$ cat config.mk
export PLATFORM = sky130hd
export DESIGN_NAME = dcache_read_sequencer
export DESIGN_NICKNAME = d
export VERILOG_FILES = /design/src/rtl/dcache_read_sequencer.sv
export SDC_FILE = /design/constraint.sdc
export NUM_CORES = 1
export LEC_CHECK = 0
export CORE_UTILIZATION = 36
export DETAILED_ROUTE_END_ITERATION = 7
export GPL_TIMING_DRIVEN = 0
export PLACE_DENSITY = 0.67
export SYNTH_ARGS = -nofsm -noshare
export SYNTH_HDL_FRONTEND = slang
export SYNTH_SLANG_ARGS = --single-unit
$ cat constraint.sdc
create_clock -name clk -period 2.1 [get_ports clk]
set_input_delay 0.315 -clock clk [delete_from_list [all_inputs] [get_ports clk]]
set_output_delay 0.315 -clock clk [all_outputs]
set_load 0.02 [all_outputs]
$ cat src/rtl/dcache_read_sequencer.sv
// ---------------------------------------------------------------------------
// dcache_read_sequencer
//
// Memory-read stage sequencer between address generation and execute.
// It accepts one instruction's set of up to NOPS operand addresses and issues
// one dcache read per valid operand, lowest index first, with a single
// request outstanding at a time. Each returned line is captured in that
// operand's data slot. The complete set is then presented to execute in one
// valid/ready handshake. A new set may be accepted in the same cycle the
// previous one is consumed.
//
// Ports
//   clk              rising-edge clock
//   reset            asynchronous, active-low; clears all state
//   a_valid/a_ready  upstream operand-set handshake
//   op_address       operand k address at [k*ADDR_W +: ADDR_W]
//   op_valid         operand k is read when bit k is set
//   e_valid/e_ready  downstream (execute) handshake
//   data_out         operand k data at [k*DATA_W +: DATA_W]
//   data_valid       operand mask of the presented set
//   rd_req_*         dcache read request channel (valid/ready/address)
//   rd_dp_*          dcache read data channel (valid/ready/read_data)
// ---------------------------------------------------------------------------
module dcache_read_sequencer #(
  parameter int ADDR_W = 32,
  parameter int DATA_W = 64,
  parameter int NOPS   = 2
) (
  input  logic                   clk,
  input  logic                   reset,
  input  logic                   a_valid,
  output logic                   a_ready,
  input  logic [NOPS*ADDR_W-1:0] op_address,
  input  logic [NOPS-1:0]        op_valid,
  output logic                   e_valid,
  input  logic                   e_ready,
  output logic [NOPS*DATA_W-1:0] data_out,
  output logic [NOPS-1:0]        data_valid,
  output logic                   rd_req_valid,
  input  logic                   rd_req_ready,
  output logic [ADDR_W-1:0]      rd_req_address,
  input  logic                   rd_dp_valid,
  output logic                   rd_dp_ready,
  input  logic [DATA_W-1:0]      rd_dp_read_data
);

  localparam int IDX_W = (NOPS > 1) ? $clog2(NOPS) : 1;

  typedef enum logic [1:0] {
    IDLE = 2'd0,
    REQ  = 2'd1,
    RESP = 2'd2,
    DONE = 2'd3
  } state_t;

  state_t            state_q, state_d;
  logic [ADDR_W-1:0] addr_q [NOPS];
  logic [DATA_W-1:0] data_q [NOPS];
  logic [NOPS-1:0]   pending_q, pending_d;
  logic [NOPS-1:0]   pending_after;
  logic [NOPS-1:0]   data_valid_q;
  logic [IDX_W-1:0]  idx_q, idx_d;
  logic              accept;
  logic              capture;

  // Index of the lowest set bit; the descending scan lets bit 0 win.
  function automatic logic [IDX_W-1:0] lowest_set(input logic [NOPS-1:0] mask);
    lowest_set = '0;
    for (int k = NOPS - 1; k >= 0; k--) begin
      if (mask[k]) lowest_set = IDX_W'(k);
    end
  endfunction

  // Handshake outputs are pure decodes of the state register. In reset the
  // state is IDLE, so a_ready=1 and the others are 0.
  assign a_ready      = (state_q == IDLE) || ((state_q == DONE) && e_ready);
  assign rd_req_valid = (state_q == REQ);
  assign rd_dp_ready  = (state_q == RESP);
  assign e_valid      = (state_q == DONE);

  assign accept  = a_valid && a_ready;
  // A response arriving outside RESP is ignored.
  assign capture = (state_q == RESP) && rd_dp_valid;

  assign pending_after  = pending_q & ~(NOPS'(1) << idx_q);
  assign rd_req_address = addr_q[idx_q];
  assign data_valid     = data_valid_q;

  for (genvar k = 0; k < NOPS; k++) begin : g_pack
    assign data_out[k*DATA_W +: DATA_W] = data_q[k];
  end

  // NOTE: every signal written here gets a default first, so no path leaves
  // one unassigned and no latch is inferred.
  always_comb begin
    state_d   = state_q;
    idx_d     = idx_q;
    pending_d = pending_q;
    case (state_q)
      IDLE, DONE: begin
        if (accept) begin
          pending_d = op_valid;
          if (op_valid == '0) begin
            state_d = DONE;
          end else begin
            state_d = REQ;
            idx_d   = lowest_set(op_valid);
          end
        end else if ((state_q == DONE) && e_ready) begin
          state_d = IDLE;
        end
      end
      REQ: begin
        if (rd_req_ready) state_d = RESP;
      end
      RESP: begin
        if (rd_dp_valid) begin
          pending_d = pending_after;
          if (pending_after != '0) begin
            state_d = REQ;
            idx_d   = lowest_set(pending_after);
          end else begin
            state_d = DONE;
          end
        end
      end
      default: state_d = IDLE;
    endcase
  end

  // NOTE: state is updated with non-blocking assignments only, so every
  // register samples the values of the previous cycle regardless of order.
  always_ff @(posedge clk or negedge reset) begin
    if (!reset) begin
      state_q      <= IDLE;
      idx_q        <= '0;
      pending_q    <= '0;
      data_valid_q <= '0;
      // NOTE: the address and data banks are small register arrays, not RAM,
      // so they are cleared too; data_out reads 0 after reset and
      // rd_req_address is never X.
      for (int k = 0; k < NOPS; k++) begin
        addr_q[k] <= '0;
        data_q[k] <= '0;
      end
    end else begin
      state_q   <= state_d;
      idx_q     <= idx_d;
      pending_q <= pending_d;
      if (accept) begin
        data_valid_q <= op_valid;
        for (int k = 0; k < NOPS; k++) begin
          addr_q[k] <= op_address[k*ADDR_W +: ADDR_W];
        end
      end
      if (capture) data_q[idx_q] <= rd_dp_read_data;
    end
  end

endmodule

==> impl_results.md, run 1 <==
* Yosys top cell by area: dfrtp_1
* Grt ovf at 0
* Fin nets at 955
* TritonCTS clock tree: done
* Max Fclk at 487 MHz
* Slowest cell delay on critical path at 0.38 ns
* Synth cell count leaders: dfrtp_1, mux2_2, mux2_4
* Via count at 5,291
* Syn. warnings at 0
* RSZ-0062 raised after global routing: yes
* Worst skew pair latency at 0.43 ns
* Clk buf depth at 2
* Antenna Violating Nets Remaining at 0
* Buffers on Ports at 301
* Worst-path clk slew at 0.08 ns
* P&R area growth vs syn at 49.1%
* Synth Register Bits at 199
* Fin Clk Skew at 0.0103 ns
* Fin. Hold Viols at 0
* CP Max Fanout at 10
* Min Tclk post-route at 2.05 ns
* N_diodes at 0
* Status: finished, violations left
* Cell variety after synth at 30
* CP cell instances: buf_6, buf_8, mux2_2, clkdlybuf4s15_2
* Top Ports at 302
* Post-Syn Area at 8180 µm²
* Post-route setup slack at 0.0457 ns
* Main synth FF type: dfrtp_1
* Final Max Tran Viols at 0
* Initial antenna violation count at 1
* Post-Layout Cell Count at 1,107
* Slew of the pin with the lowest slew margin at 0.724 ns
* Slew headroom at 51.7%
* Largest cells by area after synthesis: dfrtp_1, mux2_2, mux2_4, mux2_1, buf_6
* DP Area at 11,600 µm²
* GP Congestion at 0.819
* DP Worst Slack at -0.0530 ns
* Initial Util at 37.2%
* Gate Count Post-Synth at 491
* Worst reg2reg setup slack at 0.21 ns
* Crit path DAT at 1.74 ns
* Final instance area at 12,200 µm²
* Placed insts at 1,073
* Failing checks: DRC
* Core region area at 22,000 µm²
* Setup TNS Final at 0 ns
* Top-area cell type share of the netlist area at 60.8%
* Row cnt at 54
* Post-DP HPWL at 15,400 µm
* Chip width at 153 µm
* Most common cell in the netlist: dfrtp_1
* GRT Overall Usage at 18.3%
* Post-Syn Nets at 631
* Hold WC Path Type: in -> async
* DRC viols at 25
* Filler instances at 1,755
* Crit end category: output port
* Reg2Reg Launch Point: state_q[0]
* Post-Route WL at 20,600 µm
* Vias in the first global route at 5,828
* Clock Sinks at 199
* Pwr Density at 1720 nW/µm²
* CTS buffer count at 17
* R2R depth at 7
* Die area at 23,300 µm²
* CTS root buf: clkbuf_16
* Data required time at the worst endpoint at 1.78 ns
* Syn avg cell area at 16.7 µm²
* Post-layout util at 55.4%
* Crit start category: flip-flop
* FF-to-FF End: addr_q[28]
* Largest net degree at the start of global routing at 108
* Fin crit share at 97.8%
* DIE HEIGHT at 153 µm
* Initial DRC count at 143
* Post-synth EDFFs at 0
* Htree depth at 4
* Setup-failing EPs final at 0
* Crit path from: idx_q
* VDD IR max at 0.000717 V
* Layout cells sized above 1 at 38.2%
* Critical path's slowest cell: dfrtp_1
* Via-per-instance ratio at 4.78
* DRT Pass-1 Iters at 8
* Fraction of registers with async set or reset after synthesis at 100%
* CP Class: reg -> out
* Sequential fraction of the synthesis area at 60.8%
* Static Leakage at 5.29 nW
* Routed length per instance at 18.6 µm
* First-pass GRT wire length at 32,900 µm
* Max Cap Viol at 0
## what timing repair did
item / 4_1_cts / 5_1_grt
buffers inserted: 2 / 0
hold buffers: 1 / 0
endpoints found under the hold margin: 92 / 0
resized for setup: 97 / 9
setup endpoints to repair: 35 / 30
## metrics by stage
step	hold WS, ns	power (mW)
finish	0.476	21.0
global route	0.478	22.0
CTS	0.468	21.3
detailed placement	0.389	18.0
global placement	0.473	17.7
floorplan	0.0194	13.0
## worst max-delay path, delay by kind of cell, from the launching register on
| family | cells | cell delay, ns |
|---|---|---|
| muxes | 1 | 0.35 |
| buffers and inverters | 3 | 0.57 |
| DFF | 1 | 0.38 |
## per-layer routing
layer / track usage [%] / routed length, µm / vias to the layer above
met3: 5.72 / 1620 / 27
met5: 0 / 15 / -
met4: 7.17 / 421 / 2
li1: - / - / 2399
met1: 21.2 / 8220 / 2660
met2: 31.6 / 10300 / 203
## how the worst max path moves through the flow
stage,end,slack (ns),cells past startpoint
2_1_floorplan,addr_q[0],0.29,7
3_3_place_gp,data_out[120],-7.07,1
3_5_place_dp,rd_req_address[29],-0.05,4
4_1_cts,rd_req_address[18],0.0002,4
5_1_grt,rd_req_address[20],-0.03,4
6_report,rd_req_address[11],0.05,4
## cell type report
class | count | area (µm²) | area share (%)
clock inverter | 14 | 159 | 1.30
buffer | 25 | 250 | 2.05
inverter | 4 | 15.0 | 0.123
timing repair buffer | 305 | 3050 | 25.0
multi-input combinational | 263 | 2970 | 24.4
sequential | 199 | 4980 | 40.8
tap | 280 | 350 | 2.87
clock buffer | 17 | 425 | 3.49
## placed cells by master, fill, tap and decap left out, types with 3 or more instances in the layout
| master | count |
|---|---|
| buf_8 | 8 |
| buf_2 | 9 |
| nor3_1 | 3 |
| dfrtp_1 | 199 |
| clkbuf_2 | 7 |
| mux2_4 | 40 |
| inv_6 | 5 |
| clkdlybuf4s50_1 | 265 |
| ha_1 | 4 |
| buf_4 | 4 |
| clkdlybuf4s15_2 | 22 |
| inv_1 | 3 |
| clkbuf_16 | 17 |
| mux2_1 | 9 |
| dlygate4sd2_1 | 5 |
| mux2_2 | 178 |
| buf_6 | 8 |
| nand2_1 | 6 |
## sequential cells by signal (all words and copies together) (netlist names)
name and flops:
data_valid 2, data_out 128, state_q 2, idx_q 1, addr_q 64, pending_q 2
## cell families after synthesis
| group | after synthesis | share of synthesized area (%) |
|---|---|---|
| mux | 227 | 33.1 |
| compound gates | 13 | 1.21 |
| flops | 199 | 60.8 |
| fa+ha+maj | 4 | 0.612 |
| buf+inv | 29 | 2.83 |
| simple gates | 19 | 1.44 |
## report_power, final
part | leakage [nW] | switching [mW] | internal, mW
Sequential | 2.36 | 1.03 | 5.81
Combinational | 2.64 | 4.98 | 5.90
Clock | 0.284 | 1.56 | 1.69
Total | 5.29 | 7.56 | 13.4
No activity file was read; power rests on OpenSTA's default activity.
==> run 2: changes to the inputs <==
--- a/config.mk
+++ b/config.mk
@@ -5,10 +5,10 @@
 export SDC_FILE = /design/constraint.sdc
 export NUM_CORES = 1
 export LEC_CHECK = 0
-export CORE_UTILIZATION = 36
+export CORE_UTILIZATION = 45
 export DETAILED_ROUTE_END_ITERATION = 7
 export GPL_TIMING_DRIVEN = 0
-export PLACE_DENSITY = 0.67
+export PLACE_DENSITY = 0.81
 export SYNTH_ARGS = -nofsm -noshare
 export SYNTH_HDL_FRONTEND = slang
 export SYNTH_SLANG_ARGS = --single-unit
==> run 2 against run 1 <==
Effect of this change: the flow now finishes without violations; design area fell by 0.80%; worst hold slack better by 0.017 ns; highest routed layer is now met4; critical endpoint is now rd_req_address[9]; non-clock buffer count up 8; sequential share of layout area up 0.33 points; sequential cell count unchanged; global-route usage grew 3.7 points; fmax shrank 0.90%; critical path depth up 1.
==> impl_results.md, run 2 (same netlist as run 1, synthesis figures left out) <==
* Status: finished clean
* Fin nets at 963
* RSZ-0062 raised after global routing: yes
* Initial antenna violation count at 0
* Crit end category: output port
* Post-DP HPWL at 15,000 µm
* Max reg flops at 128
* Post-Route WL at 20,200 µm
* Multi-input logic area at 2980 µm²
* Fin Clk Skew at 0.00653 ns
* Buffers on Ports at 301
* Hold WC Path Type: reg -> reg
* Clock Sinks at 199
* Worst-path clk slew at 0.07 ns
* First-pass GRT wire length at 30,700 µm
* Worst reg2reg setup slack at 0.24 ns
* Die area at 18,700 µm²
* Leading cell type in the layout, fill and taps excluded: clkdlybuf4s50_1
* Static Leakage at 5.32 nW
* Crit path DAT at 1.76 ns
* CP Max Fanout at 9
* Fin. Hold Viols at 0
* Max Fclk at 482 MHz
* GP Congestion at 0.789
* Layout cells sized above 1 at 38.9%
* DRT Pass-1 Iters at 4
* Antenna Violating Nets Remaining at 0
* Initial DRC count at 113
* Routed length per instance at 19.0 µm
* Via count at 5,279
* Setup-failing EPs final at 0
* Largest net degree at the start of global routing at 106
* Slew of the pin with the lowest slew margin at 0.811 ns
* DIE HEIGHT at 137 µm
* Data required time at the worst endpoint at 1.78 ns
* TritonCTS clock tree: done
* Grt ovf at 0
* Clk buf depth at 2
* Crit start category: flip-flop
* Worst skew pair latency at 0.43 ns
* P&R area growth vs syn at 47.9%
* CP Class: reg -> out
* Hold slack at 0.493 ns
* VDD IR max at 0.000969 V
* Most frequent cells in the layout: clkdlybuf4s50_1, dfrtp_1, mux2_2, mux2_4, buf_2
* Chip width at 137 µm
* Reg area at 4980 µm²
* Initial Util at 46.7%
* Post-layout util at 69.0%
* Via-per-instance ratio at 4.98
* GRT Overall Usage at 22.0%
* Final Max Tran Viols at 0
* Filler instances at 1,201
* CTS root buf: clkbuf_16
* DRC viols at 0
* Htree depth at 4
* Core region area at 17,500 µm²
* Slew headroom at 45.9%
* Vias in the first global route at 5,885
* Row cnt at 48
* Fin crit share at 98.7%
* Top Ports at 302
* Max Cap Viol at 0
* Min Tclk post-route at 2.07 ns
* Pwr Density at 1730 nW/µm²
* CTS buffer count at 17
* N_diodes at 0
* Overall power at 21.0 mW
[run 2: worst paths after layout]
kind | from | end | cells past startpoint
min | data_out[81] | data_out[81] | 1
max in group asynchronous | reset | data_out[117] | 3
min reg2reg | data_out[81] | data_out[81] | 1
max reg2reg | state_q[1] | addr_q[11] | 8
min in group asynchronous | reset | data_out[74] | 2
max | idx_q | rd_req_address[9] | 5
[run 2: critical path, stage by stage, from the launching register on]
cell and delay (ns):
dfrtp_1 0.41, buf_6 0.16, buf_6 0.16, buf_4 0.12, mux2_2 0.34, buf_6 0.14
[run 2: power by group]
part | switching [mW] | internal (mW)
combinational | 5.01 | 5.91
clock | 1.43 | 1.72
sequential | 1.06 | 5.81
[run 2: layout make-up]
cell class                      count  share of cell area [%]
Buffer                             24                    1.94
Clock buffer                       21                    3.80
Clock inverter                     11                   0.940
Inverter                            4                   0.124
Multi-Input combinational cell    263                    24.6
Sequential cell                   199                    41.1
Tap cell                          225                    2.33
Timing Repair Buffer              314                    25.1
[run 2: stage by stage]
stage                     setup slack (ns)   TNS, ns  cells  cell area (µm²)
after global placement               -6.99  -1389.60   1017            11500
after global routing               -0.0485    -0.298   1061            12100
after CTS                          -0.0639    -0.178   1060            12200
after floorplan                      0.288         0    491             8180
final                               0.0270         0   1061            12100
after detailed placement           -0.0581    -0.319   1018            11500
[run 2: what timing repair did]
action / in CTS / in global routing
setup endpoints to repair: 34 / 31
resized for setup: 131 / 22
setup buffers: 9 / 2
hold buffers: 1 / 0
pin swaps: 0 / 0
endpoints found under the hold margin: 104 / 0
[run 2: routing by layer]
metal / share of wire (%) / wire, µm / track usage [%]
met1: 38 / 7670 / 24.1
met2: 51 / 10300 / 38.7
met3: 8.3 / 1680 / 8.00
met4: 2.7 / 536 / 8.79
met5: 0 / 0 / 0
